[config.mk]
export PLATFORM = sky130hd
export DESIGN_NAME = vrased_reset_ctrl
export DESIGN_NICKNAME = d
export VERILOG_FILES = /design/src/rtl/vrased_reset_ctrl.sv
export SDC_FILE = /design/constraint.sdc
export NUM_CORES = 1
export LEC_CHECK = 0
export ABC_AREA = 1
export CAP_MARGIN = 0
export CORE_UTILIZATION = 40
export CTS_CLUSTER_DIAMETER = 40
export CTS_CLUSTER_SIZE = 14
export DETAILED_ROUTE_END_ITERATION = 8
export GPL_ROUTABILITY_DRIVEN = 1
export GPL_TIMING_DRIVEN = 0
export MAX_ROUTING_LAYER = met4
export PLACE_DENSITY = 0.78
export SLEW_MARGIN = 10
export SYNTH_ARGS = -nofsm -noshare
export SYNTH_HDL_FRONTEND = slang
export SYNTH_SLANG_ARGS = --single-unit
[constraint.sdc]
create_clock -name clk -period 1.5 [get_ports clk]
set_input_delay 0.15 -clock clk [delete_from_list [all_inputs] [get_ports clk]]
set_output_delay 0.15 -clock clk [all_outputs]
set_load 0.03 [all_outputs]
[src/rtl/vrased_reset_ctrl.sv]
// Aggregates security-monitor violation requests into one stretched MCU reset request
// with sticky per-source cause flags; VRASED_RST_CNT_EN builds the saturating event counter.
module vrased_reset_ctrl #(
    parameter int NUM_SRC    = 4,
    parameter int RST_CYCLES = 16,
    parameter int CNT_W      = 8
) (
    input  logic               clk,
    input  logic               rst,
    input  logic [NUM_SRC-1:0] viol_in,
    input  logic               cause_clr,
    output logic               puc_req,
    output logic [NUM_SRC-1:0] cause,
    output logic [CNT_W-1:0]   viol_cnt,
    output logic               busy
);

    localparam int SC_W = (RST_CYCLES > 1) ? $clog2(RST_CYCLES) : 1;
    localparam logic [SC_W-1:0] STRETCH_LOAD = SC_W'(RST_CYCLES - 1);

    typedef enum logic [1:0] {
        ST_IDLE,
        ST_ASSERT,
        ST_HOLD,
        ST_RELEASE
    } state_e;

    state_e              state_q;
    logic [SC_W-1:0]     stretch_q;
    logic                puc_req_q;
    logic                busy_q;
    logic [NUM_SRC-1:0]  cause_q;
    logic                any_viol;

    assign any_viol = |viol_in;

    always_ff @(posedge clk or posedge rst) begin
        if (rst) begin
            state_q   <= ST_IDLE;
            stretch_q <= '0;
            puc_req_q <= 1'b0;
            busy_q    <= 1'b0;
            cause_q   <= '0;
        end else begin
            // Set beats clear for any bit whose source is active this cycle.
            cause_q <= (cause_q & ~{NUM_SRC{cause_clr}}) | viol_in;

            case (state_q)
                ST_IDLE: begin
                    if (any_viol) begin
                        state_q   <= ST_ASSERT;
                        stretch_q <= STRETCH_LOAD;
                        puc_req_q <= 1'b1;
                        busy_q    <= 1'b1;
                    end else begin
                        puc_req_q <= 1'b0;
                        busy_q    <= 1'b0;
                    end
                end
                ST_ASSERT: begin
                    busy_q <= 1'b1;
                    if (stretch_q == '0) begin
                        // HOLD with nothing pending is passed through in zero time so the
                        // pulse is exactly RST_CYCLES long and drops straight into RELEASE.
                        if (any_viol) begin
                            state_q   <= ST_HOLD;
                            puc_req_q <= 1'b1;
                        end else begin
                            state_q   <= ST_RELEASE;
                            puc_req_q <= 1'b0;
                        end
                    end else begin
                        stretch_q <= stretch_q - SC_W'(1);
                        puc_req_q <= 1'b1;
                    end
                end
                ST_HOLD: begin
                    busy_q <= 1'b1;
                    if (any_viol) begin
                        puc_req_q <= 1'b1;
                    end else begin
                        state_q   <= ST_RELEASE;
                        puc_req_q <= 1'b0;
                    end
                end
                ST_RELEASE: begin
                    if (any_viol) begin
                        state_q   <= ST_ASSERT;
                        stretch_q <= STRETCH_LOAD;
                        puc_req_q <= 1'b1;
                        busy_q    <= 1'b1;
                    end else begin
                        state_q   <= ST_IDLE;
                        puc_req_q <= 1'b0;
                        busy_q    <= 1'b0;
                    end
                end
                default: begin
                    state_q   <= ST_IDLE;
                    puc_req_q <= 1'b0;
                    busy_q    <= 1'b0;
                end
            endcase
        end
    end

    assign puc_req = puc_req_q;
    assign busy    = busy_q;
    assign cause   = cause_q;

`ifdef VRASED_RST_CNT_EN
    logic [CNT_W-1:0] viol_cnt_q;
    logic             new_event;

    // Only entries into ASSERT are events; violations seen mid-reset are not.
    assign new_event = any_viol && ((state_q == ST_IDLE) || (state_q == ST_RELEASE));

    always_ff @(posedge clk or posedge rst) begin
        if (rst) begin
            viol_cnt_q <= '0;
        end else if (new_event && (viol_cnt_q != '1)) begin
            viol_cnt_q <= viol_cnt_q + CNT_W'(1);
        end
    end

    assign viol_cnt = viol_cnt_q;
`else
    assign viol_cnt = '0;
`endif

endmodule

# Yosys cells after proc, flatten, opt, wreduce, memory -nomap -nowiden
# Cells that the tools add are included.
[word_totals]
reg_bits = 12
elab_cells = 39
[op_classes]
n_reduce_logical = 9
mux = 13
bitwise = 3
add_sub_neg = 1
n_eq_ne = 8
[op_table]
columns = ["cell", "count"]
rows = [
  ["2-to-1 mux 4 bit", 2],
  ["!= test 2 bit, second input constant", 4],
  ["case mux 2 bit (4 select lines)", 1],
  ["case mux 4 bit (2 select lines)", 1],
  ["2-to-1 mux 2 bit", 3],
  ["AND reduction 3 bit", 2],
  ["bitwise AND 4 bit", 1],
  ["equality test 2 bit, second input constant", 2],
  ["logical NOT 4 bit", 1],
  ["2-to-1 mux 1 bit", 4],
  ["NOT 4 bit", 1],
  ["bitwise OR 4 bit", 1],
  ["case mux 1 bit (2 select lines)", 2],
  ["OR reduction 2 bit", 2],
  ["OR reduction 4 bit", 1],
  ["subtractor 4 x 1 -> 4 bit, second input constant", 1],
  ["OR reduction 3 bit", 1],
  ["equality test 2 x 1 -> 1 bit, second input constant", 1],
  ["logical NOT 2 bit", 1],
  ["!= test 2 x 1 -> 1 bit, second input constant", 1],
  ["nonzero test 2 bit", 1],
]

# Logic depth before layout (Yosys ltp)
# Gate-level depths: netlist (run 1).
[logic_depth]
word_depth = 4
depth_mapped = 8

# Worst setup path before layout (run 1)
# OpenSTA, ideal clock, no wires.
[synth_path]
path_type = "flip-flop to flip-flop"
from = "reg state_q[0]"
to = "reg stretch_q[2]"
arrival_time_ps = 1228
path_stages_with_launch = 8
slack_ps = 156
path_buffers = 0
path_cell_list = "dfrtp_1 > inv_1 > ha_1 > nand3b_2 > nand3_2 > inv_2 > nand2_1 > nand2_1"
[synth_between]
elab_chain_len = 4
word_cells_on_any_way = 9
classes_between = "4 x eq/ne; 1 x mux; 4 x reduce/logical"
[synth_rtl]
columns = ["item", "line", "rtl"]
rows = [
  ["from (decl)", "28", "state_e state_q;"],
  ["from (signal assigned)", "39", "state_q <= ST_IDLE;"],
  ["from (signal assigned)", "51", "state_q <= ST_ASSERT;"],
  ["from (signal assigned)", "66", "state_q <= ST_HOLD;"],
  ["equality test 2 bit or logical NOT 2 bit (tied branches)", "48", "case (state_q)"],
  ["OR reduction 2 bit (no source line)", "-", ""],
  ["!= test 2 x 1 -> 1 bit (no source line) or nonzero test 2 bit (tied branches)", "-", ""],
  ["AND reduction 3 bit (no source line)", "-", ""],
  ["to (signal assigned)", "73", "stretch_q <= stretch_q - SC_W'(1);"],
  ["to (decl)", "29", "logic [SC_W-1:0] stretch_q;"],
]
# Parallel ways exist; a longest one is shown, timed or not.
# A chain may end at the register's enable or synchronous reset.

# Final worst setup path (run 1)
[layout_path]
from = "reg cause_q[2], in the netlist cause[2]"
to = "out cause[2]"
[layout_lines]
columns = ["item", "line", "rtl"]
rows = [
  ["from (decl)", "32", "logic [NUM_SRC-1:0] cause_q;"],
  ["from (signal assigned)", "46", "cause_q <= (cause_q & ~{NUM_SRC{cause_clr}}) | viol_in;"],
  ["to (decl)", "13", "output logic [NUM_SRC-1:0] cause,"],
]
# No word-level cell between the ends.

==> run summary, run 1 <==
dpl cells = 133
root buf cell = clkbuf_4
status = finished clean
count of pins over their slew limit = 0
I/O Buffers = 12
CTS tree = yes
CP max-delay cell = clkdlybuf4s50_1
final hold vios = 0
unrepaired setup endpoints after global routing = false
maxcap violations = 0
Post-layout nets = 125
Post-CTS Hold Fix Bufs = 0
die height = 45.0 microns
residual DRC count = 0
initial antenna violation count = 0
Hold Crit Class = primary input to asynchronous set/reset pin
cell with the most instances after synthesis = nand2_1
Final Util = 0.552
first-pass GRT wire length = 2270 microns
#FFs+latches synth = 12
max layer used = met4
Avg WL per Cell = 10.6 microns
number of CTS-inserted buffers = 3
post-detail-place hpwl = 1080 microns
crit path buf inv count = 1
Post-Layout Cell Count = 136
final worst-path cycle share = 0.968
die footprint = 0.00202 sq mm
Startpoint Class = register
routability cong. = 0.730
area of the core = 0.00173 sq mm
Ports = 21
minimum clock period = 1.45 ns
area delta synth->final = 29.2%
worst-case reg-to-reg path depth = 7
Worst EP arrival = 1.30 ns
Initial Utilization = 0.428
Max clock buf depth = 2
Place WS = -0.00564 ns
total global-route track usage = 0.167
cell family with most CP delay = buffers and inverters
top cell type's share of synthesized area = 0.407
top cells by count, synth = 22 x nand2_1, 12 x dfrtp_1, 12 x inv_1
vias per inst = 4.47
number of diodes = 0
grt ovf = 0
met2 routed WL = 765 microns
CP Max Fanout = 2
WL met3 = 71 microns
library cells used by synthesis = 19
vias = 608
Syn. warnings = 0
Req. time, crit path = 1.35 ns
Syn Area/Cell = 8.29 sq um
critical-path cell list = clkdlybuf4s50_1
CTS H-tree depth = 1
Post-synth top flop = dfrtp_1
largest net degree at the start of global routing = 13
Crit path depth = 1
PD cells = 1660 mW/mm^2
final WL = 1440 microns
Post-synth EDFFs = 0
post-CTS setup buffer count = 0
vias in the first global route = 552
fillers = 175
1st-iter DRT viols = 11
setup ws final = 0.0479 ns
Finish-stage setup viols = 0
synthesized area = 738 sq um
Die W = 45.0 microns
share of layout cells above drive strength 1 = 0.216
CP peak stage delay = 0.67 ns
Worst-path clk slew = 0.07 ns
CP endpoint kind = primary output
synth top area cells = dfrtp_1 41%, nand2_1 11%, ha_1 8.5%, buf_4 8.1%, nand3_1 6.1%
Synth Instances = 89
critical path class = register to primary output
drt pass-1 iters = 4
WL met1 = 552 microns
Hold Slack = 0.178 ns
register area share after synthesis = 0.407
post-synth top area cell = dfrtp_1
clk_lat worst skew = 0.28 ns
Clock Sinks = 12
Synth async-reset ratio = 1.00
Setup Skew = 0.000514 ns
Max IR drop VDD = 0.880 mV
post-route ant nets = 0
Pleak = 0.000508 uW
fmax = 689 MHz
row cnt = 15
through the flow:
stage                     instance area [sq um]  total power, uW  setup TNS [ns]
after floorplan                             764             1130               0
after global placement                      916             1260               0
after detailed placement                    916             1310        -0.00564
after CTS                                   951             1570               0
after global routing                        953             1710               0
final                                       953             1590               0
path summary, 6_finish.rpt:
kind,from,to,slack (ns)
setup reg to reg,state_q[1],stretch_q[2],0.08
setup / recovery,cause[2],cause[2],0.05
hold reg to reg,stretch_q[0],stretch_q[0],0.50
min in group clk,viol_in[3],cause[3],0.50
max in group asynchronous,rst,state_q[1],1.01
hold / removal,rst,busy,0.18
layout make-up:
cell class | count | area [sq um] | area share
Timing Repair Buffer | 12 | 120 | 0.126
Inverter | 13 | 48.8 | 0.0512
Clock buffer | 3 | 22.5 | 0.0236
Buffer | 8 | 60.1 | 0.0630
Tap cell | 25 | 31.3 | 0.0328
Multi-Input combinational cell | 63 | 370 | 0.388
Sequential cell | 12 | 300 | 0.315
cells by family after synthesis:
kind of cell             count (synthesis)  synth area share
AND/OR/NAND/NOR                         45             0.308
AO/OA/AOI/OAI                            5            0.0475
flip-flops                              12             0.407
buffers and inverters                   21             0.147
other                                    1           0.00508
adder cells (fa/ha/maj)                  5            0.0847
flip-flops by register name, summed over array words and instances, names as in the netlist:
| name | cells |
|---|---|
| puc_req | 1 |
| busy | 1 |
| stretch_q | 4 |
| state_q | 2 |
| cause | 4 |
layer usage:
metal  vias to the layer above  global-route usage
met1                       273               0.153
met3                         5              0.0400
met4                         0               0.109
met2                        21               0.301
li1                        309                   -
met5                         -                   -
where the power goes:
part           internal, uW  total (uW)  switching [uW]
clock                  93.4         204             110
sequential              423         506            83.3
combinational           371         876             505
layout by cell type (no fill, tap or decap), drive strengths merged:
cell type and instances:
buf 8, o21ai 1, o21bai 4, conb 8, or2 1, nor2 6, nand2 26, clkbuf 3
dfrtp 12, clkdlybuf4s50 12, nand3 10, nand3b 2, ha 5, inv 13
timing repair:
| item | 4_1_cts | 5_1_grt |
|---|---|---|
| endpoints found under the hold margin | 0 | 0 |
| setup endpoints to repair | 2 | 3 |
| resized for setup | 1 | 2 |
(Power assumes the default switching activity.)
==> inputs of run 2 (changes only) <==
--- a/config.mk
+++ b/config.mk
@@ -7,8 +7,8 @@
 export LEC_CHECK = 0
 export ABC_AREA = 1
 export CAP_MARGIN = 0
+export CORE_ASPECT_RATIO = 1.4
 export CORE_UTILIZATION = 40
-export CTS_CLUSTER_DIAMETER = 40
 export CTS_CLUSTER_SIZE = 14
 export DETAILED_ROUTE_END_ITERATION = 8
 export GPL_ROUTABILITY_DRIVEN = 1
==> run summary, run 2 (synthesized netlist as in run 1, its figures left out) <==
status = finished clean
number of diodes = 0
area delta synth->final = 29.2%
post-CTS setup buffer count = 0
1st-iter DRT viols = 4
commonest non-fill, non-tap cell in the layout = nand2_1
CP peak stage delay = 0.67 ns
crit path buf inv count = 1
CP max-delay cell = clkdlybuf4s50_1
Max IR drop VDD = 0.793 mV
residual DRC count = 0
Worst EP arrival = 1.29 ns
final hold vios = 0
critical-path cell list = clkdlybuf4s50_1
post-route ant nets = 0
placed cell areas = 910 sq um
Startpoint Class = register
Req. time, crit path = 1.35 ns
CP endpoint kind = primary output
I/O Buffers = 12
routability cong. = 0.822
fmax = 697 MHz
CTS tree = yes
vias per inst = 4.66
number of CTS-inserted buffers = 3
final worst-path cycle share = 0.957
CP Max Fanout = 2
critical path class = register to primary output
CTS H-tree depth = 1
post-route setup TNS = 0 ns
Clock Sinks = 12
Post-CTS Resized = 1
die footprint = 0.00202 sq mm
Place WS = -0.0232 ns
Avg WL per Cell = 11.0 microns
post-detail-place hpwl = 1130 microns
count of pins over their slew limit = 0
Post-CTS Hold Fix Bufs = 0
total global-route track usage = 0.164
root buf cell = clkbuf_4
Final Util = 0.543
vias = 611
PD cells = 1640 mW/mm^2
minimum clock period = 1.44 ns
Worst-path clk slew = 0.07 ns
maxcap violations = 0
Worst R2R Setup Slack = 0.08 ns
share of layout cells above drive strength 1 = 0.198
Die W = 38.3 microns
Post-layout nets = 125
final WL = 1440 microns
first-pass GRT wire length = 2240 microns
fillers = 166
Hold Slack = 0.179 ns
setup ws final = 0.0643 ns
Setup Skew = 0.00422 ns
largest net degree at the start of global routing = 13
clk_lat worst skew = 0.27 ns
area of the core = 0.00176 sq mm
Pleak = 0.000532 uW
initial antenna violation count = 0
unrepaired setup endpoints after global routing = false
post-route cell area = 953 sq um
row cnt = 18
Max clock buf depth = 2
vias in the first global route = 544
Ports = 21
Initial Utilization = 0.420
grt ovf = 0
leading cell types in the layout, fill and taps excluded = 22 x nand2_1, 12 x inv_1, 12 x dfrtp_1
cell family with most CP delay = buffers and inverters
Hold Crit Class = primary input to asynchronous set/reset pin
drt pass-1 iters = 2
Finish-stage setup viols = 0
die height = 52.8 microns
## run 2: worst paths after layout
| kind | end | depth (start not counted) | from |
|---|---|---|---|
| worst max-delay path | cause[1] | 1 | cause[1] |
| worst min-delay path | stretch_q[1] | 2 | rst |
| worst max register to register | stretch_q[3] | 7 | state_q[1] |
| worst min register to register | stretch_q[0] | 1 | stretch_q[0] |
| max in group asynchronous | state_q[0] | 2 | rst |
| min in group clk | cause[2] | 2 | viol_in[2] |
## run 2: cell type report
cell class	instances	area, sq um	share of cell area
sequential	12	300	0.315
inverter	13	48.8	0.0512
multi-input combinational	63	374	0.392
clock buffer	3	22.5	0.0236
timing repair buffer	12	123	0.129
buffer	8	60.1	0.0630
tap	20	25.0	0.0262
## run 2: where the power goes
part / internal [uW] / leakage [uW] / total [uW] / switching [uW]
Sequential: 423 / 0.000128 / 505 / 82.6
Clock: 93.0 / 0.0000138 / 196 / 103
Combinational: 352 / 0.000390 / 861 / 508
## run 2: per-stage QoR
stage | std cells | total power (uW)
floorplan | 96 | 1130
global placement | 128 | 1260
detailed placement | 128 | 1320
CTS | 131 | 1530
global route | 131 | 1710
finish | 131 | 1560
## run 2: layer usage
metal | GRT usage | share of wire | routed length (microns)
met1 | 0.147 | 0.35 | 511
met2 | 0.311 | 0.58 | 834
met3 | 0.0255 | 0.039 | 57
met4 | 0.0893 | 0.028 | 40
met5 | - | 0 | 0
